===== src/rtl/adc_emul_mc.sv =====
// Multi-channel ADC emulator: per-channel triangle/sawtooth accumulators packed
// into a double-rate word with a half-rate frame clock and a frame-valid strobe.
module adc_emul_mc #(
    parameter int WIDTH     = 4,
    parameter int CHANNELS  = 2,
    parameter int LO_LIMIT  = 1,
    parameter int HI_LIMIT  = 14,
    parameter int CH_OFFSET = 4
) (
    input  logic                          clk,
    input  logic                          reset,
    input  logic                          en,
    input  logic [1:0]                    mode,
    input  logic [WIDTH-1:0]              step,
    output logic [CHANNELS*2*WIDTH-1:0]   dout,
    output logic                          clk_out,
    output logic                          frame_valid
);

    typedef enum logic [1:0] {
        MODE_TRI   = 2'd0,
        MODE_SAW   = 2'd1,
        MODE_HOLD  = 2'd2,
        MODE_TRAIN = 2'd3
    } mode_e;

    typedef enum logic {
        DIR_UP   = 1'b0,
        DIR_DOWN = 1'b1
    } dir_e;

    localparam logic [WIDTH:0]   LO_EXT = (WIDTH+1)'(LO_LIMIT);
    localparam logic [WIDTH:0]   HI_EXT = (WIDTH+1)'(HI_LIMIT);
    localparam logic [WIDTH-1:0] LO_VAL = WIDTH'(LO_LIMIT);
    localparam logic [WIDTH-1:0] HI_VAL = WIDTH'(HI_LIMIT);
    // Training words: odd bits set on the p half, even bits set on the n half.
    localparam logic [WIDTH-1:0] PAT_P  = WIDTH'({(WIDTH+1)/2{2'b10}});
    localparam logic [WIDTH-1:0] PAT_N  = ~PAT_P;

    mode_e mode_sel;

    logic [WIDTH-1:0]            acc_q    [CHANNELS];
    logic [WIDTH-1:0]            acc_d    [CHANNELS];
    dir_e                        dir_q    [CHANNELS];
    dir_e                        dir_d    [CHANNELS];
    logic [WIDTH:0]              sum_up   [CHANNELS];
    logic [WIDTH:0]              dn_floor [CHANNELS];
    logic [WIDTH-1:0]            cap_val  [CHANNELS];

    logic                        phase_q;
    logic                        phase_d;
    logic [CHANNELS*2*WIDTH-1:0] dout_q;
    logic [CHANNELS*2*WIDTH-1:0] dout_d;
    logic                        fv_q;
    logic                        fv_d;

    assign mode_sel = mode_e'(mode);

    // Accumulator update: all arithmetic one bit wider so limits clamp instead of wrapping.
    always_comb begin
        for (int c = 0; c < CHANNELS; c++) begin
            acc_d[c]    = acc_q[c];
            dir_d[c]    = dir_q[c];
            sum_up[c]   = {1'b0, acc_q[c]} + {1'b0, step};
            dn_floor[c] = LO_EXT + {1'b0, step};

            if (en && (step != '0)) begin
                case (mode_sel)
                    MODE_TRI: begin
                        if (dir_q[c] == DIR_UP) begin
                            if (sum_up[c] >= HI_EXT) begin
                                acc_d[c] = HI_VAL;
                                dir_d[c] = DIR_DOWN;
                            end else begin
                                acc_d[c] = sum_up[c][WIDTH-1:0];
                            end
                        end else begin
                            if ({1'b0, acc_q[c]} <= dn_floor[c]) begin
                                acc_d[c] = LO_VAL;
                                dir_d[c] = DIR_UP;
                            end else begin
                                acc_d[c] = acc_q[c] - step;
                            end
                        end
                    end
                    MODE_SAW: begin
                        dir_d[c] = DIR_UP;
                        if (sum_up[c] > HI_EXT) begin
                            acc_d[c] = LO_VAL;
                        end else begin
                            acc_d[c] = sum_up[c][WIDTH-1:0];
                        end
                    end
                    default: begin
                    end
                endcase
            end
        end
    end

    // Capture uses the pre-update accumulator; phase picks the half being written.
    always_comb begin
        dout_d  = dout_q;
        phase_d = phase_q;
        fv_d    = 1'b0;
        for (int c = 0; c < CHANNELS; c++) begin
            if (mode_sel == MODE_TRAIN) begin
                cap_val[c] = phase_q ? PAT_N : PAT_P;
            end else begin
                cap_val[c] = acc_q[c];
            end
        end
        if (en) begin
            for (int c = 0; c < CHANNELS; c++) begin
                if (!phase_q) begin
                    dout_d[c*2*WIDTH +: WIDTH] = cap_val[c];
                end else begin
                    dout_d[c*2*WIDTH+WIDTH +: WIDTH] = cap_val[c];
                end
            end
            phase_d = ~phase_q;
            fv_d    = phase_q;
        end
    end

    always_ff @(posedge clk) begin
        if (reset) begin
            for (int c = 0; c < CHANNELS; c++) begin
                acc_q[c] <= WIDTH'(LO_LIMIT + c * CH_OFFSET);
                dir_q[c] <= DIR_UP;
            end
            phase_q <= 1'b0;
            dout_q  <= '0;
            fv_q    <= 1'b0;
        end else begin
            for (int c = 0; c < CHANNELS; c++) begin
                acc_q[c] <= acc_d[c];
                dir_q[c] <= dir_d[c];
            end
            phase_q <= phase_d;
            dout_q  <= dout_d;
            fv_q    <= fv_d;
        end
    end

    assign dout        = dout_q;
    assign clk_out     = phase_q;
    assign frame_valid = fv_q;

endmodule


===== config.mk =====
export PLATFORM = sky130hd
export DESIGN_NAME = adc_emul_mc
export DESIGN_NICKNAME = d
export VERILOG_FILES = /design/src/rtl/adc_emul_mc.sv
export SDC_FILE = /design/constraint.sdc
export NUM_CORES = 1
export LEC_CHECK = 0
export ABC_AREA = 1
export CAP_MARGIN = 20
export CELL_PAD_IN_SITES_DETAIL_PLACEMENT = 0
export CELL_PAD_IN_SITES_GLOBAL_PLACEMENT = 2
export CORE_MARGIN = 1.5
export CORE_UTILIZATION = 29
export CTS_BUF_LIST = sky130_fd_sc_hd__clkbuf_8
export CTS_CLUSTER_SIZE = 14
export DETAILED_ROUTE_END_ITERATION = 12
export GPL_TIMING_DRIVEN = 0
export MAX_ROUTING_LAYER = met4
export PLACE_DENSITY = 0.9
export SYNTH_ARGS = -nofsm -noshare
export SYNTH_HDL_FRONTEND = slang
export SYNTH_SLANG_ARGS = --single-unit

===== constraint.sdc =====
create_clock -name clk -period 1.8 [get_ports clk]
set_input_delay 0.18 -clock clk [delete_from_list [all_inputs] [get_ports clk]]
set_output_delay 0.18 -clock clk [all_outputs]
set_load 0.03 [all_outputs]

==> flow_metrics.env, run 1 <==
export IMPL_cts_tree="done"
export IMPL_gp_congestion=0.848
export IMPL_violations="setup timing"
export IMPL_nets=386
export IMPL_ant_nets=0
export IMPL_grt_overflow=0
export IMPL_synth_nets=344
export IMPL_ys_types=30
export IMPL_initial_core_util=0.306
export IMPL_drc=0
export IMPL_synth_warnings=0
export IMPL_vdd_ir_drop_worst_uv=237
export IMPL_required_ns=1.99
export IMPL_syn_area_sq_mm=0.00212
export IMPL_syn_inst=307
export IMPL_clock_path_buffers=2
export IMPL_placed_cells=429
export IMPL_drive_gt1_frac=0.247
export IMPL_place_worst_setup_slack_ns=-0.945
export IMPL_worst_pin_slew_ns=0.521
export IMPL_ys_ff_latch=28
export IMPL_dieHeight_microns=88.4
export IMPL_hold_violations=0
export IMPL_period_needed_ns=1.91
export IMPL_grt_pass1_wl_microns=9600
export IMPL_critPathCaptureType="flip-flop"
export IMPL_num_rows=30
export IMPL_leakagePower_nw=1.27
export IMPL_grt_max_degree=16
export IMPL_io_buffers=26
export IMPL_worstHoldPathCells=2
export IMPL_rsz0062_at_grt="true"
export IMPL_track_usage=0.164
export IMPL_startpoint_type="flip-flop"
export IMPL_worst_slack_ns=-0.109
export IMPL_place_area_sq_mm=0.00250
export IMPL_cts_max_level=1
export IMPL_numCtsBuffers=3
export IMPL_ys_seq_area_frac=0.265
export IMPL_vias=2082
export IMPL_first_iter_violations=56
export IMPL_finalNonFillerCells=444
export IMPL_synth_top_area_cell="dfxtp_1"
export IMPL_slew_headroom=0.653
export IMPL_pwr_density_cell_mw_per_mm2=681
export IMPL_cp_arrival_ns=2.10
export IMPL_cts_reportedPaths_clkPinSlew_ns=0.10
export IMPL_viasPerCell=4.69
export IMPL_antenna_found_initial=0
export IMPL_status="complete, but fails checks"
export IMPL_setup_violations=9
export IMPL_dieWidth_microns=88.4
export IMPL_dp_hpwl_microns=4480
export IMPL_clkLatencyLatePin_ns=0.28
export IMPL_cap_violations=0
export IMPL_synth_area_per_cell_sq_um=6.89
export IMPL_grt_pass1_vias=2013
export IMPL_r2r_slack_ns=-0.11
export IMPL_n_fill_cell=758
export IMPL_drt_first_pass_iters=4
export IMPL_cp_max_fo=3
export IMPL_synth_area_leaders="dfxtp_1 26%, ha_1 14%, nand2_1 11%"
export IMPL_clock_fmax_ghz=0.524
export IMPL_holdCritPathClass="flip-flop to flip-flop"
export IMPL_postCtsHoldBufs=0
export IMPL_stdcell_area_sq_mm=0.00282
export IMPL_synth_top_area_frac=0.265
export IMPL_crit_type="flip-flop to flip-flop"
export IMPL_die_area_sq_mm=0.00782
export IMPL_clockRootBuffer="clkbuf_8"
export IMPL_areaGrowthSynthToFinish_pct=33.5
export IMPL_skew_ns=0.0111
export IMPL_wl_per_cell_microns=13.1
export IMPL_tns_ns=-0.548
export IMPL_cts_sinks=28
export IMPL_reg2regPathDepth=12
export IMPL_num_antenna_cells=0
export IMPL_wirelength_microns=5840
export IMPL_period_share=1.06
export IMPL_io_pins=27
export IMPL_slew_viol_final=0
export IMPL_core_area_sq_mm=0.00691
sequential cells by signal, indices dropped and copies added (netlist names):
name,flops
dout,16
frame_valid,1
dir_q,2
acc_q,8
clk_out,1
path summary, 6_finish.rpt:
path	start	to
worst max-delay path	acc_q[0][0]$_SDFFE_PP1P_	acc_q[0][3]$_SDFFE_PP0P_
worst min-delay path	dout[0]$_SDFFE_PP0P_	dout[0]$_SDFFE_PP0P_
worst max register to register	acc_q[0][0]$_SDFFE_PP1P_	acc_q[0][3]$_SDFFE_PP0P_
worst min register to register	dout[0]$_SDFFE_PP0P_	dout[0]$_SDFFE_PP0P_
repair_timing:
item,in CTS,in global routing
resized for setup,34,35
gates cloned,0,0
endpoints found under the setup margin,10,10
setup buffers,8,3
pin swaps,10,19
cell families (layout without fill, tap and decap cells):
group           after synthesis  count (layout)  synth area share
buf+inv                      48              89            0.0911
xor+xnor                      4               4            0.0201
compound gates               58              58             0.142
fa+ha+maj                    28              28             0.180
flops                        28              28             0.265
simple gates                141             141             0.302
power by group:
part           switching (mW)  internal (mW)
combinational           0.485          0.334
clock                   0.200          0.196
sequential             0.0470          0.660
total                   0.732           1.19
layer usage:
layer	wire, microns	up-vias	GRT usage
met5	0	-	-
met4	121	0	0.0313
met3	113	12	0.0243
met2	2770	29	0.269
met1	2830	952	0.215
li1	-	1089	-
cell usage after synthesis, drive strengths merged:
master and number:
xor2 2, o21ai 24, a21oi 31, or2 1
clkinv 1, a31oi 1, clkbuf 2, a21boi 1
nand3 34, buf 2, nor2 29, ha 24
nor3 1, dfxtp 28, inv 43, o31ai 1
nand2 71, fa 4, xnor2 2, nand3b 1
nand4 4
worst max-delay path: stages, from the launching register on:
cell     delay, ns
dfxtp_4       0.37
ha_4          0.16
fa_2          0.39
xnor2_2       0.19
nand2_1       0.11
nor2_4        0.10
nand2_2       0.08
nand2_2       0.10
nand2_4       0.07
nand2_2       0.06
nand2_2       0.05
nor2_2        0.09
nor2_1        0.04
layout by cell type, fill, tap and decap left out, types with 3 or more instances in the layout:
cell and count:
buf_6 4, nand2_1 57, inv_1 30, ha_4 4, nor2_1 23, nand3_1 23
nand4_1 4, ha_1 19, buf_4 9, clkdlybuf4s50_1 22, a21oi_2 4, nand2_4 4
inv_2 12, dfxtp_1 23, o21ai_0 14, nand3_2 10, nand2_2 10, clkbuf_8 4
a21oi_1 27, dfxtp_2 3, o21ai_1 9, nor2_2 4
layout make-up:
type,instances,area (sq um),area share
buffer,4,26.3,0.00930
clock buffer,4,55.1,0.0195
inverter,44,169,0.0598
multi-input combinational,231,1540,0.545
sequential,28,572,0.202
tap,96,120,0.0425
timing repair buffer,37,343,0.121
stage by stage:
step / hold WS, ns / power [mW] / utilization
floorplan: 0.292 / 1.20 / -
global placement: 0.461 / 1.39 / 0.362
global route: 0.511 / 2.06 / 0.409
finish: 0.470 / 1.92 / 0.409
detailed placement: 0.463 / 1.40 / 0.362
CTS: 0.477 / 1.84 / 0.389
Power figures use the tool's default switching activity.
==> run 2, diff against run 1 <==
--- a/config.mk
+++ b/config.mk
@@ -10,13 +10,13 @@
 export CELL_PAD_IN_SITES_DETAIL_PLACEMENT = 0
 export CELL_PAD_IN_SITES_GLOBAL_PLACEMENT = 2
 export CORE_MARGIN = 1.5
-export CORE_UTILIZATION = 29
+export CORE_UTILIZATION = 32
 export CTS_BUF_LIST = sky130_fd_sc_hd__clkbuf_8
 export CTS_CLUSTER_SIZE = 14
 export DETAILED_ROUTE_END_ITERATION = 12
 export GPL_TIMING_DRIVEN = 0
 export MAX_ROUTING_LAYER = met4
-export PLACE_DENSITY = 0.9
+export PLACE_DENSITY = 0.93
 export SYNTH_ARGS = -nofsm -noshare
 export SYNTH_HDL_FRONTEND = slang
 export SYNTH_SLANG_ARGS = --single-unit
==> constraint.sdc (replaced) <==
create_clock -name clk -period 1.9 [get_ports clk]
set_input_delay 0.19 -clock clk [delete_from_list [all_inputs] [get_ports clk]]
set_output_delay 0.19 -clock clk [all_outputs]
set_load 0.03 [all_outputs]
==> flow_metrics.env, run 2 (synthesized netlist as in run 1, its figures left out) <==
export IMPL_status="completed"
export IMPL_reg2regPathDepth=12
export IMPL_total_power_mw=1.70
export IMPL_gp_congestion=0.832
export IMPL_wirelength_microns=5630
export IMPL_clock_path_buffers=2
export IMPL_crit_chain="ha_4 > fa_2 > xnor2_2 > nand2_1 > nor2_4 > nand2_2 > nand2_2 > nand2_2 > nand2_1 > nand2_1 > nor2_1 > nor2_1"
export IMPL_io_buffers=26
export IMPL_startpoint_type="flip-flop"
export IMPL_cp_arrival_ns=2.05
export IMPL_slowest_delay_ns=0.39
export IMPL_grt_pass1_wl_microns=9250
export IMPL_grt_max_degree=15
export IMPL_hold_violations=0
export IMPL_pwr_density_cell_mw_per_mm2=638
export IMPL_setup_violations=0
export IMPL_dieHeight_microns=84.3
export IMPL_num_rows=29
export IMPL_power_switching_uw=642
export IMPL_rsz0062_at_grt="true"
export IMPL_r2r_start="acc_q[0][0]$_SDFFE_PP1P_"
export IMPL_p_comb_frac=0.427
export IMPL_period_share=0.991
export IMPL_dieWidth_microns=84.3
export IMPL_track_usage=0.165
export IMPL_place_area_sq_mm=0.00247
export IMPL_r2r_end="acc_q[0][3]$_SDFFE_PP0P_"
export IMPL_core_area_sq_mm=0.00639
export IMPL_clock_fmax_ghz=0.531
export IMPL_switching_share=0.377
export IMPL_io_pins=27
export IMPL_worstPathBufferInverterCount=0
export IMPL_skew_ns=0.00426
export IMPL_first_iter_violations=81
export IMPL_period_needed_ns=1.88
export IMPL_hold_end="dout[8]$_SDFFE_PP0P_"
export IMPL_largest_reg_flops=16
export IMPL_slew_headroom=0.702
export IMPL_cp_slowest_cell="fa_2"
export IMPL_slew_viol_final=0
export IMPL_num_antenna_cells=0
export IMPL_final_cell_mix="58 x nand2_1, 32 x inv_1, 30 x nand3_1, 30 x a21oi_1, 23 x nor2_1"
export IMPL_grt_overflow=0
export IMPL_crit_type="flip-flop to flip-flop"
export IMPL_clkLatencyLatePin_ns=0.27
export IMPL_drc=0
export IMPL_r2r_slack_ns=0.02
export IMPL_wl_per_cell_microns=13.3
export IMPL_vias=2053
export IMPL_holdCritPathClass="flip-flop to flip-flop"
export IMPL_cts_max_level=1
export IMPL_placed_cells=410
export IMPL_ff_latch_area_sq_um=573
export IMPL_dp_hpwl_microns=4340
export IMPL_cts_reportedPaths_clkPinSlew_ns=0.09
export IMPL_leakagePower_nw=1.23
export IMPL_numCtsBuffers=3
export IMPL_seqPwrFrac=0.392
export IMPL_cts_sinks=28
export IMPL_cap_violations=0
export IMPL_stdcell_area_sq_mm=0.00267
export IMPL_initial_core_util=0.331
export IMPL_clkPwrFrac=0.181
export IMPL_drt_first_pass_iters=4
export IMPL_multi_input_area_sq_mm=0.00144
export IMPL_grt_pass1_vias=1994
export IMPL_cts_tree="done"
export IMPL_areaGrowthSynthToFinish_pct=26.0
export IMPL_clockRootBuffer="clkbuf_8"
export IMPL_ant_nets=0
export IMPL_worstHoldStart="dout[8]$_SDFFE_PP0P_"
export IMPL_drive_gt1_frac=0.200
export IMPL_finalNonFillerCells=422
export IMPL_p_int_mw=1.06
export IMPL_required_ns=2.07
export IMPL_critical_path_top_delay_family="simple AND/OR/NAND/NOR gates"
export IMPL_n_fill_cell=684
export IMPL_final_common_cell="nand2_1"
export IMPL_hold_ws_ns=0.475
export IMPL_vdd_ir_drop_worst_uv=302
export IMPL_viasPerCell=4.86
export IMPL_nets=384
export IMPL_critPathCaptureType="flip-flop"
export IMPL_antenna_found_initial=0
export IMPL_postCtsHoldBufs=0
export IMPL_die_area_sq_mm=0.00711
export IMPL_worstHoldPathCells=2
export IMPL_cp_max_fo=3
export IMPL_worst_pin_slew_ns=0.447
export IMPL_final_util=0.417
run 2: how the worst max path moves through the flow:
stage	slack, ns	to	depth (start not counted)	start
finish	0.02	acc_q[0][3]$_SDFFE_PP0P_	12	acc_q[0][0]$_SDFFE_PP1P_
global route	-0.08	acc_q[0][3]$_SDFFE_PP0P_	12	acc_q[0][0]$_SDFFE_PP1P_
CTS	-0.006	acc_q[0][6]$_SDFFE_PP1P_	11	acc_q[0][4]$_SDFFE_PP1P_
detailed placement	-0.86	acc_q[0][3]$_SDFFE_PP0P_	15	step[1]
global placement	-0.83	acc_q[0][3]$_SDFFE_PP0P_	15	step[1]
floorplan	0.06	acc_q[0][3]$_SDFFE_PP0P_	12	acc_q[0][0]$_SDFFE_PP1P_
run 2: area by class of cell:
type | instances | share of cell area
Inverter | 44 | 0.0624
Buffer | 4 | 0.00986
Sequential cell | 28 | 0.215
Clock buffer | 3 | 0.0155
Multi-Input combinational cell | 231 | 0.541
Timing Repair Buffer | 35 | 0.120
Tap cell | 77 | 0.0362
run 2: routing by layer:
metal | up-vias | global-route usage | share of wire
li1 | 1077 | - | -
met1 | 944 | 0.219 | 0.48
met2 | 30 | 0.270 | 0.49
met3 | 2 | 0.0236 | 0.023
met4 | 0 | 0.0328 | 0.0059
met5 | - | - | 0
run 2: per-stage QoR:
step	setup slack [ns]	TNS [ns]
floorplan	0.0556	0
global placement	-0.831	-7.56
detailed placement	-0.864	-7.77
CTS	-0.00587	-0.0130
global route	-0.0771	-0.323
finish	0.0178	0
run 2: tightest hold or removal path, stage by stage, from the launching register on:
cell	delay, ns
dfxtp_1	0.32
nand2_1	0.06
a21oi_1	0.05
run 2: what timing repair did:
| action | in CTS | in global routing |
|---|---|---|
| buffers inserted | 7 | 2 |
| pin swaps | 10 | 9 |
| setup endpoints to repair | 10 | 10 |
| gates resized for setup | 22 | 25 |
run 2: power groups by stage:
stage	logic (mW)	clock network (mW)	registers (mW)
after floorplan	0.425	0	0.707
after global placement	0.632	0	0.683
after detailed placement	0.633	0	0.682
after CTS	0.678	0.321	0.665
after global routing	0.816	0.345	0.673
final	0.727	0.309	0.666
==> run 3, diff against run 2 <==
--- a/config.mk
+++ b/config.mk
@@ -16,7 +16,7 @@
 export DETAILED_ROUTE_END_ITERATION = 12
 export GPL_TIMING_DRIVEN = 0
 export MAX_ROUTING_LAYER = met4
-export PLACE_DENSITY = 0.93
+export PLACE_DENSITY_LB_ADDON = 0.25
 export SYNTH_ARGS = -nofsm -noshare
 export SYNTH_HDL_FRONTEND = slang
 export SYNTH_SLANG_ARGS = --single-unit
==> flow_metrics.env, run 3 (synthesized netlist as in run 1, its figures left out) <==
export IMPL_status="completed"
export IMPL_tns_ns=0
export IMPL_num_rows=29
export IMPL_slew_headroom=0.699
export IMPL_antenna_found_initial=0
export IMPL_slew_viol_final=0
export IMPL_ant_nets=0
export IMPL_areaGrowthSynthToFinish_pct=28.2
export IMPL_wirelength_microns=5720
export IMPL_initial_core_util=0.331
export IMPL_grt_pass1_wl_microns=9760
export IMPL_die_area_sq_mm=0.00711
export IMPL_clock_path_buffers=2
export IMPL_cts_max_level=1
export IMPL_io_pins=27
export IMPL_critPathCaptureType="flip-flop"
export IMPL_grt_pass1_vias=1996
export IMPL_wl_per_cell_microns=13.5
export IMPL_cap_violations=0
export IMPL_hold_violations=0
export IMPL_clockRootBuffer="clkbuf_8"
export IMPL_total_power_mw=1.73
export IMPL_final_util=0.425
export IMPL_largest_reg_flops=16
export IMPL_crit_chain="ha_4 > fa_2 > nand3_2 > nor2_4 > nand3_4 > nand2_2 > nand2_2 > nand2_1 > nand2_1 > nor2_1 > nor2_1"
export IMPL_finalNonFillerCells=423
export IMPL_worst_pin_slew_ns=0.451
export IMPL_io_buffers=26
export IMPL_crit_type="flip-flop to flip-flop"
export IMPL_viasPerCell=4.78
export IMPL_gp_congestion=0.810
export IMPL_stdcell_area_sq_mm=0.00271
export IMPL_cts_tree="done"
export IMPL_drt_first_pass_iters=4
export IMPL_leakagePower_nw=1.24
export IMPL_final_cell_mix="59 x nand2_1, 31 x inv_1, 30 x a21oi_1"
export IMPL_holdCritPathClass="flip-flop to flip-flop"
export IMPL_vias=2024
export IMPL_grt_max_degree=15
export IMPL_nets=385
export IMPL_dieWidth_microns=84.3
export IMPL_setup_violations=0
export IMPL_numCtsBuffers=3
export IMPL_drc=0
export IMPL_worstPathBufferInverterCount=0
export IMPL_vdd_ir_drop_worst_uv=373
export IMPL_place_area_sq_mm=0.00247
export IMPL_required_ns=2.07
export IMPL_cp_slowest_cell="fa_2"
export IMPL_dieHeight_microns=84.3
export IMPL_cp_arrival_ns=2.02
export IMPL_clock_fmax_ghz=0.539
export IMPL_grt_overflow=0
export IMPL_final_common_cell="nand2_1"
export IMPL_first_iter_violations=109
export IMPL_period_needed_ns=1.85
export IMPL_clkLatencyLatePin_ns=0.27
export IMPL_core_area_sq_mm=0.00639
export IMPL_period_share=0.976
export IMPL_slowest_delay_ns=0.54
export IMPL_pwr_density_cell_mw_per_mm2=636
export IMPL_drive_gt1_frac=0.211
export IMPL_cp_max_fo=3
export IMPL_cts_reportedPaths_clkPinSlew_ns=0.09
export IMPL_startpoint_type="flip-flop"
export IMPL_placed_cells=410
export IMPL_r2r_slack_ns=0.05
export IMPL_rsz0062_at_grt="true"
export IMPL_skew_ns=0.00168
export IMPL_postCtsHoldBufs=0
export IMPL_track_usage=0.175
export IMPL_cts_sinks=28
export IMPL_num_antenna_cells=0
export IMPL_critical_path_top_delay_family="adder cells"
export IMPL_dp_hpwl_microns=4540
-- run 3: cell type report --
cell class,count,area [sq um]
inverters,44,171
flip-flops and latches,28,573
fillers,692,3670
plain buffers,4,26.3
multi-input cells,231,1470
repair buffers,36,332
well taps,77,96.3
clock buffers,3,41.3
-- run 3: tightest hold or removal path, cell delays in order, from the launching register on --
cell and delay (ns):
dfxtp_1 0.32, nand2_1 0.06, a21oi_1 0.06
-- run 3: worst paths after layout --
kind,start,to,cells after the start
min reg2reg,dout[8]$_SDFFE_PP0P_,dout[8]$_SDFFE_PP0P_,2
max,acc_q[0][4]$_SDFFE_PP1P_,acc_q[0][7]$_SDFFE_PP0P_,11
max reg2reg,acc_q[0][4]$_SDFFE_PP1P_,acc_q[0][7]$_SDFFE_PP0P_,11
min,dout[8]$_SDFFE_PP0P_,dout[8]$_SDFFE_PP0P_,2
-- run 3: per-stage QoR --
stage          worst slack [ns]  hold slack (ns)
2_1_floorplan            0.0556            0.302
3_3_place_gp             -0.857            0.455
6_report                 0.0458            0.476
5_1_grt                 -0.0686            0.487
3_5_place_dp             -0.865            0.459
4_1_cts                0.000494            0.476
-- run 3: power by group --
part           internal [mW]  total (mW)  switching, mW
registers              0.625       0.667         0.0421
clock network          0.142       0.309          0.167
logic                  0.308       0.749          0.442
-- run 3: timing repair --
action | 4_1_cts | 5_1_grt
setup endpoints to repair | 10 | 10
setup buffers | 8 | 2
resized for setup | 27 | 30
pin swaps | 12 | 16
-- run 3: layer usage --
layer | GRT usage | routed length [microns] | vias up | part of all wire
li1 | - | - | 1084 | -
met1 | 0.250 | 2980 | 918 | 0.52
met2 | 0.275 | 2620 | 20 | 0.46
met3 | 0.0265 | 110 | 2 | 0.019
met4 | 0.0134 | 15 | 0 | 0.0026
met5 | - | 0 | - | 0
